--- src/rtl/lab4_pkg.sv ---
// Shared types and constants for the RC4 key-scheduling stage.
package lab4_pkg;

    // One state per RAM access phase of a single index, plus idle/done.
    typedef enum logic [3:0] {
        IDLE,
        RD_I,
        LAT_I,
        RD_J,
        LAT_J,
        WR_I,
        WR_J,
        NEXT,
        DONE
    } ksa_state_t;

    // Last index of the S array; the pass ends after this index is swapped.
    localparam logic [7:0] S_LAST = 8'hFF;

    // Clock cycles spent on each index (RD_I through NEXT).
    localparam int unsigned CYCLES_PER_IDX = 7;

endpackage

--- src/rtl/ksa_swap.sv ---
// RC4 key-scheduling pass over a single-port 256x8 S RAM with registered address.
// For each i: read S[i], update j, read S[j], then write both back swapped.
module ksa_swap
    import lab4_pkg::*;
#(
    parameter int unsigned KEY_BYTES = 3
) (
    input  logic                   clk,
    input  logic                   reset_n,
    input  logic                   start,
    input  logic [8*KEY_BYTES-1:0] secret_key,
    output logic [7:0]             address,
    output logic [7:0]             data,
    output logic                   wren,
    input  logic [7:0]             q,
    output logic                   finish
);

    // Key index counter is at least one bit wide so KEY_BYTES=1 still elaborates.
    localparam int unsigned KIW = (KEY_BYTES > 1) ? $clog2(KEY_BYTES) : 1;

    ksa_state_t     state_q, state_d;
    logic [7:0]     i_q, i_d;
    logic [7:0]     j_q, j_d;
    logic [7:0]     si_q, si_d;
    logic [7:0]     sj_q, sj_d;
    logic [KIW-1:0] key_idx_q, key_idx_d;
    logic [7:0]     key_byte;

    // Select the current key byte; byte 0 is the most significant byte of secret_key.
    always_comb begin
        key_byte = '0;
        for (int unsigned k = 0; k < KEY_BYTES; k++) begin
            if (key_idx_q == KIW'(k)) begin
                key_byte = secret_key[8*(KEY_BYTES-k)-1 -: 8];
            end
        end
    end

    // Next-state and datapath register updates.
    always_comb begin
        state_d   = state_q;
        i_d       = i_q;
        j_d       = j_q;
        si_d      = si_q;
        sj_d      = sj_q;
        key_idx_d = key_idx_q;
        unique case (state_q)
            IDLE: begin
                if (start) state_d = RD_I;
            end
            RD_I:  state_d = LAT_I;
            LAT_I: begin
                si_d    = q;
                j_d     = j_q + q + key_byte;
                state_d = RD_J;
            end
            RD_J:  state_d = LAT_J;
            LAT_J: begin
                sj_d    = q;
                state_d = WR_I;
            end
            WR_I:  state_d = WR_J;
            WR_J:  state_d = NEXT;
            NEXT: begin
                if (i_q == S_LAST) begin
                    state_d = DONE;
                end else begin
                    i_d       = i_q + 8'd1;
                    key_idx_d = (key_idx_q == KIW'(KEY_BYTES - 1)) ? '0 : key_idx_q + 1'b1;
                    state_d   = RD_I;
                end
            end
            DONE: begin
                // Wait for upstream to drop start so a fresh pass needs a new request.
                if (!start) begin
                    state_d   = IDLE;
                    i_d       = '0;
                    j_d       = '0;
                    key_idx_d = '0;
                end
            end
            default: state_d = IDLE;
        endcase
    end

    // RAM-side outputs decoded purely from registered state.
    always_comb begin
        address = '0;
        data    = '0;
        wren    = 1'b0;
        finish  = 1'b0;
        unique case (state_q)
            RD_I, LAT_I: address = i_q;
            RD_J, LAT_J: address = j_q;
            WR_I: begin
                address = i_q;
                data    = sj_q;
                wren    = 1'b1;
            end
            WR_J: begin
                address = j_q;
                data    = si_q;
                wren    = 1'b1;
            end
            DONE:    finish = 1'b1;
            default: ;
        endcase
    end

    // State and datapath registers with synchronous active-low reset.
    always_ff @(posedge clk) begin
        if (!reset_n) begin
            state_q   <= IDLE;
            i_q       <= '0;
            j_q       <= '0;
            si_q      <= '0;
            sj_q      <= '0;
            key_idx_q <= '0;
        end else begin
            state_q   <= state_d;
            i_q       <= i_d;
            j_q       <= j_d;
            si_q      <= si_d;
            sj_q      <= sj_d;
            key_idx_q <= key_idx_d;
        end
    end

endmodule
--- config.mk ---
export PLATFORM = sky130hd
export DESIGN_NAME = ksa_swap
export DESIGN_NICKNAME = d
export VERILOG_FILES = /design/src/rtl/lab4_pkg.sv /design/src/rtl/ksa_swap.sv
export SDC_FILE = /design/constraint.sdc
export NUM_CORES = 1
export LEC_CHECK = 0
export BUFFER_PORTS_ARGS = -buffer_cell sky130_fd_sc_hd__buf_2
export CELL_PAD_IN_SITES_DETAIL_PLACEMENT = 1
export CELL_PAD_IN_SITES_GLOBAL_PLACEMENT = 2
export CORE_MARGIN = 3
export CORE_UTILIZATION = 34
export DETAILED_ROUTE_END_ITERATION = 10
export PLACE_DENSITY_LB_ADDON = 0.1
export SLEW_MARGIN = 5
export SYNTH_ARGS = -nofsm -noshare
export SYNTH_HDL_FRONTEND = slang
export SYNTH_SLANG_ARGS = --single-unit
--- constraint.sdc ---
create_clock -name clk -period 8.7 [get_ports clk]
set_input_delay 0.87 -clock clk [delete_from_list [all_inputs] [get_ports clk]]
set_output_delay 0.87 -clock clk [all_outputs]
set_load 0.005 [all_outputs]
**Yosys cells after proc, flatten, opt, wreduce, memory -nomap -nowiden**

Cells that the tools add are included.

- Register bits: 38
- Input bits: 35
- Output and inout bits: 18
- Logic and storage cells: 53

- Add/sub/neg operators: 4
- Eq/ne operators: 14
- Mux-type cells: 19
- Reduce and logical (&&, ||, !) cells: 10

Operators by type and width:

| operator | count |
|---|---|
| 8-bit one-hot mux with 2 select lines | 4 |
| 8-bit two-way mux | 5 |
| 4-bit one-hot mux with 9 select lines | 1 |
| 8-bit adder | 2 |
| 4-bit by 3-bit == test with 1-bit output, second input constant | 4 |
| 4-bit two-way mux | 3 |
| 8-bit by 1-bit adder with 8-bit output, second input constant | 1 |
| 4-bit by 2-bit == test with 1-bit output, second input constant | 2 |
| 8-bit == test, second input constant | 1 |
| 2-bit two-way mux | 3 |
| 2-bit inequality test, second input constant | 3 |
| 3-bit OR reduction | 2 |
| 4-bit by 1-bit == test with 1-bit output, second input constant | 1 |
| 4-bit == test, second input constant | 1 |
| 4-bit zero test | 1 |
| 2-bit one-hot mux with 2 select lines | 1 |
| 2-bit AND reduction | 2 |
| 2-bit nonzero test | 2 |
| 3-bit AND reduction | 1 |
| 2-bit by 1-bit adder with 2-bit output, second input constant | 1 |
| 2-bit by 1-bit == test with 1-bit output, second input constant | 1 |
| 2-bit == test, second input constant | 1 |
| 2-bit zero test | 1 |
| 1-bit two-way mux | 2 |
| 2-bit OR reduction | 1 |

**Depth between registers and ports, before layout**

- Depth after elaboration: 6
- Depth in mapped cells: 13
- Mapped depth without buffers: 12

**Worst setup path after synthesis**

Ideal clock, no wire load.

- Path kind: input to register
- Start point: input secret_key[12]
- End point: register j_q[6]
- Arrival time: 2.845 ns
- Required time: 8.638 ns
- Path slack: 5.792 ns
- Stages: 9
- Buffers on the path: 0
- Cell sequence: mux2i_1 > o21ai_0 > fa_1 > ha_1 > o21ai_0 > o21bai_1 > a21oi_1 > or4b_2 > nand3_1

- Cells in the longest elaborated chain, start to end: 4

Ends and longest elaborated chain:

| what | line | text |
|---|---|---|
| start, declared | ksa_swap.sv:11 | `input logic [8*KEY_BYTES-1:0] secret_key,` |
| 8-bit two-way mux (2 in series) | ksa_swap.sv:34 | `if (key_idx_q == KIW'(k)) begin` |
| 8-bit adder | ksa_swap.sv:55 | `j_d = j_q + q + key_byte;` |
| 8-bit one-hot mux with 2 select lines | ksa_swap.sv:48 | `unique case (state_q)` |
| end signal, assigned | ksa_swap.sv:123 | `j_q <= j_d;` |
| end, declared | ksa_swap.sv:24 | `logic [7:0] j_q, j_d;` |

No other way between the ends.
A chain may end at the register's enable or synchronous reset.

**Worst setup path in the final report**

- Start point: register state_q[0]
- End point: output address[1]

- Cells in the longest elaborated chain, start to end: 3

Ends and longest elaborated chain:

| what | line | text |
|---|---|---|
| start, declared | ksa_swap.sv:22 | `ksa_state_t state_q, state_d;` |
| start signal, assigned | ksa_swap.sv:121 | `state_q <= state_d;` |
| 4-bit by 3-bit == test with 1-bit output, or another cell as far along | ksa_swap.sv:93 | `unique case (state_q)` |
| 3-bit OR reduction (no line) | -- |  |
| 8-bit one-hot mux with 2 select lines * | ksa_swap.sv:93 |  |
| end, declared | ksa_swap.sv:12 | `output logic [7:0] address,` |

Mark *: on every way between the ends. The rest lies on a longest branch, timed or not.

==> run_summary.xml <==
<?xml version="1.0" encoding="UTF-8"?>
<metrics>
  <group name="run_status">
    <metric name="status" unit="">complete, no violations</metric>
  </group>
  <group name="synth">
    <metric name="post_synth_instance_area" unit="um2">2440</metric>
    <metric name="post_synth_main_area_contributors" unit="">dfxtp_1, nand2_1, fa_1</metric>
    <metric name="commonest_register_cell_after_synthesis" unit="">dfxtp_1</metric>
    <metric name="number_of_enable_flip_flop_cells_after_synthesis" unit="">0</metric>
    <metric name="synth_nets" unit="">349</metric>
    <metric name="yosys_warnings" unit="">0</metric>
    <metric name="yosys.cell_count.top_type" unit="">nand2_1</metric>
    <metric name="yosysTopAreaCellShare" unit="%">31.2</metric>
    <metric name="synth_top_cell_by_area" unit="">dfxtp_1</metric>
    <metric name="syn-instance-count" unit="">299</metric>
    <metric name="async_reset_ff_share" unit="%">0</metric>
    <metric name="synth.top_cells.by_count" unit="">nand2_1, dfxtp_1, nor2_1, a21boi_0, a22oi_1</metric>
    <metric name="postSynthAreaPerCell" unit="um2">8.16</metric>
    <metric name="synthDistinctLibCells" unit="">45</metric>
    <metric name="postSynthRegisterBits" unit="">38</metric>
    <metric name="synth_sequential_area_ratio" unit="%">31.2</metric>
  </group>
  <group name="power">
    <metric name="pwr-share-clk" unit="%">35.2</metric>
    <metric name="power.switching_fraction" unit="%">29.5</metric>
    <metric name="cell_internal_pwr" unit="mW">0.315</metric>
    <metric name="power_frac_comb" unit="%">21.4</metric>
    <metric name="cellPowerDensity" unit="nW/um2">156</metric>
    <metric name="switching_power" unit="mW">0.132</metric>
    <metric name="vdd_drop_max" unit="mV">0.0648</metric>
    <metric name="pwr-share-seq" unit="%">43.4</metric>
    <metric name="leakage" unit="nW">1.06</metric>
  </group>
  <group name="cts">
    <metric name="clockRootBuffer" unit="">clkbuf_8</metric>
    <metric name="clk_latency" unit="ns">0.29</metric>
    <metric name="clock_sinks" unit="">38</metric>
    <metric name="post_cts_setup_inserts" unit="">0</metric>
    <metric name="clk_pin_slew" unit="ns">0.07</metric>
    <metric name="cts_resized" unit="">0</metric>
    <metric name="htree_levels" unit="">2</metric>
    <metric name="cts_tree" unit="">done</metric>
    <metric name="tritoncts.num_buffers" unit="">5</metric>
    <metric name="cts-root-to-sink-buffers" unit="">2</metric>
    <metric name="cts_hold_buffers" unit="">0</metric>
  </group>
  <group name="route">
    <metric name="route.detailed.wl_per_inst" unit="um">15.5</metric>
    <metric name="drcViolationCount" unit="">0</metric>
    <metric name="post_drt_via_cell_ratio" unit="">5.04</metric>
    <metric name="detail_route_antenna_nets" unit="">0</metric>
    <metric name="vias" unit="">2196</metric>
    <metric name="first_pass_iters" unit="">4</metric>
    <metric name="drt_first_iter_violations" unit="">76</metric>
    <metric name="routed_wirelength" unit="mm">6.77</metric>
  </group>
  <group name="grt">
    <metric name="grt_antenna_before_repair" unit="">0</metric>
    <metric name="globalRouteOverflowTotal" unit="">0</metric>
    <metric name="first_global_vias" unit="">2184</metric>
    <metric name="grt_max_degree" unit="">33</metric>
    <metric name="grt_first_pass_wirelength" unit="mm">11.2</metric>
    <metric name="groute.usage.overall" unit="%">16.9</metric>
  </group>
  <group name="critical_path">
    <metric name="timing.rr.start" unit="">key_idx_q[1]$_SDFFE_PN0P_</metric>
    <metric name="startpoint_type" unit="">flip-flop</metric>
    <metric name="worst-setup-path-type" unit="">flip-flop to output port</metric>
    <metric name="timing.critical_path.to_type" unit="">output port</metric>
    <metric name="timing.reg2reg.worst_path_depth" unit="">10</metric>
    <metric name="crit_start" unit="">state_q[0]$_SDFFE_PN0P_</metric>
    <metric name="required" unit="ns">7.83</metric>
    <metric name="path_max_fanout" unit="">17</metric>
    <metric name="critPathArrivalTime" unit="ns">2.32</metric>
  </group>
  <group name="timing">
    <metric name="worst_clock_skew" unit="ns">0.00395</metric>
    <metric name="report.final.setup_viol" unit="">0</metric>
    <metric name="period_needed" unit="ns">3.19</metric>
    <metric name="tightestPinTransition" unit="ns">0.841</metric>
    <metric name="timing.final.ws_setup" unit="ns">5.51</metric>
    <metric name="finalHoldViolCount" unit="">0</metric>
    <metric name="setup_total_negative_slack" unit="ns">0</metric>
    <metric name="final_min_period_over_clock_period" unit="%">36.6</metric>
    <metric name="timing.slew.headroom" unit="%">43.4</metric>
    <metric name="rsz0062_at_grt" unit="">no</metric>
    <metric name="clock.fmax" unit="GHz">0.314</metric>
    <metric name="fin_hold_ws" unit="ns">0.466</metric>
    <metric name="max_slew_violations" unit="">0</metric>
  </group>
  <group name="floorplanning">
    <metric name="floorplan.die.height" unit="um">90.7</metric>
    <metric name="io_pins" unit="">53</metric>
    <metric name="dieArea" unit="um2">8230</metric>
    <metric name="die-width" unit="um">90.7</metric>
    <metric name="core_area" unit="um2">6870</metric>
    <metric name="total_number_of_placement_rows" unit="">30</metric>
    <metric name="start_util" unit="%">35.5</metric>
  </group>
  <group name="cells_and_area">
    <metric name="register_area" unit="um2">761</metric>
    <metric name="layout.core_utilization" unit="%">41.6</metric>
    <metric name="final.fill_count" unit="">866</metric>
    <metric name="final_net_count" unit="">390</metric>
    <metric name="antenna_cells" unit="">0</metric>
    <metric name="syn_to_final_growth" unit="%">17.0</metric>
    <metric name="multiInputGateArea" unit="um2">1570</metric>
    <metric name="drive_above_1_share" unit="%">19.1</metric>
  </group>
  <group name="min_path">
    <metric name="hp-class" unit="">flip-flop to flip-flop</metric>
    <metric name="whs_path_depth" unit="">2</metric>
    <metric name="hold_start" unit="">sj_q[4]$_SDFFE_PN0P_</metric>
  </group>
  <group name="place">
    <metric name="io_buffers" unit="">52</metric>
    <metric name="detailedPlacementHpwl" unit="mm">5.13</metric>
    <metric name="pre_cts_worst_setup_slack" unit="ns">5.48</metric>
    <metric name="place.gp.congestion" unit="">0.750</metric>
  </group>
  <group name="run">
    <metric name="cap_violations" unit="">0</metric>
  </group>
</metrics>
cell families (layout without fill, tap and decap cells):
kind of cell,after synthesis,after routing,synth area share [%]
AND/OR/NAND/NOR,121,121,23.7
AO/OA/AOI/OAI,79,79,23.1
flip-flops,38,38,31.2
buffers and inverters,27,68,4.61
adder cells (fa/ha/maj),15,15,10.1
XOR/XNOR,11,11,3.95
multiplexers,8,8,3.28
per-layer routing:
| layer | vias up | wire length [um] | GRT usage, % |
|---|---|---|---|
| met5 | - | 0 | 0 |
| met4 | 0 | 72 | 4.59 |
| met3 | 7 | 279 | 3.08 |
| met2 | 45 | 3150 | 28.8 |
| met1 | 1024 | 3270 | 21.9 |
| li1 | 1120 | - | - |
cell type report:
type,instances,area share (%)
clock buffer,6,2.89
clock inverter,1,1.05
inverter,9,1.18
multi-input combinational,234,54.9
sequential,38,26.6
tap,96,4.21
timing repair buffer,52,9.11
cells in the final DEF (no fill, tap or decap), types with 2 or more instances in the layout:
cell      count
ha_1          7
nor2_1       29
buf_2        52
a211oi_1      5
mux2i_1       8
nand2b_1      4
and2_1        2
nand3_1       8
a21oi_1      12
a22oi_1      18
clkbuf_8      6
dfxtp_1      38
xnor2_1      10
nand2_1      52
nor2b_1      11
a21boi_0     18
a21o_1        2
fa_1          8
o21ai_0      11
a221oi_1      3
nand4_1       4
inv_1         9
nand3b_1      2
metrics by stage:
step	std cells	total power, mW	cell area, um2
4_1_cts	436	0.454	2860
3_3_place_gp	429	0.293	2740
3_5_place_dp	429	0.295	2740
2_1_floorplan	299	0.262	2440
5_1_grt	436	0.473	2860
6_report	436	0.447	2860
worst paths after layout:
kind | end | slack [ns]
setup / recovery | address[1] | 5.51
hold / removal | sj_q[4]$_SDFFE_PN0P_ | 0.47
setup reg to reg | j_q[6]$_SDFFE_PN0P_ | 5.53
hold reg to reg | sj_q[4]$_SDFFE_PN0P_ | 0.47
flip-flops by register name, indices dropped and copies added, names as in the netlist:
| name | cells |
|---|---|
| sj_q | 8 |
| key_idx_q | 2 |
| si_q | 8 |
| i_q | 8 |
| j_q | 8 |
| state_q | 4 |
power by group through the flow:
stage          registers [mW]  clock network [mW]  logic [mW]
6_report                0.194               0.157      0.0957
5_1_grt                 0.196               0.168       0.109
2_1_floorplan           0.192                   0      0.0702
3_5_place_dp            0.198                   0      0.0966
3_3_place_gp            0.198                   0      0.0948
4_1_cts                 0.194               0.162      0.0979
critical path: stages, from the launching register on:
cell and delay, ns:
dfxtp_1 0.70, nor2b_1 0.67, a21o_1 0.25, a22oi_1 0.11, nor2_1 0.16, buf_2 0.13
(Power assumes the default switching activity.)
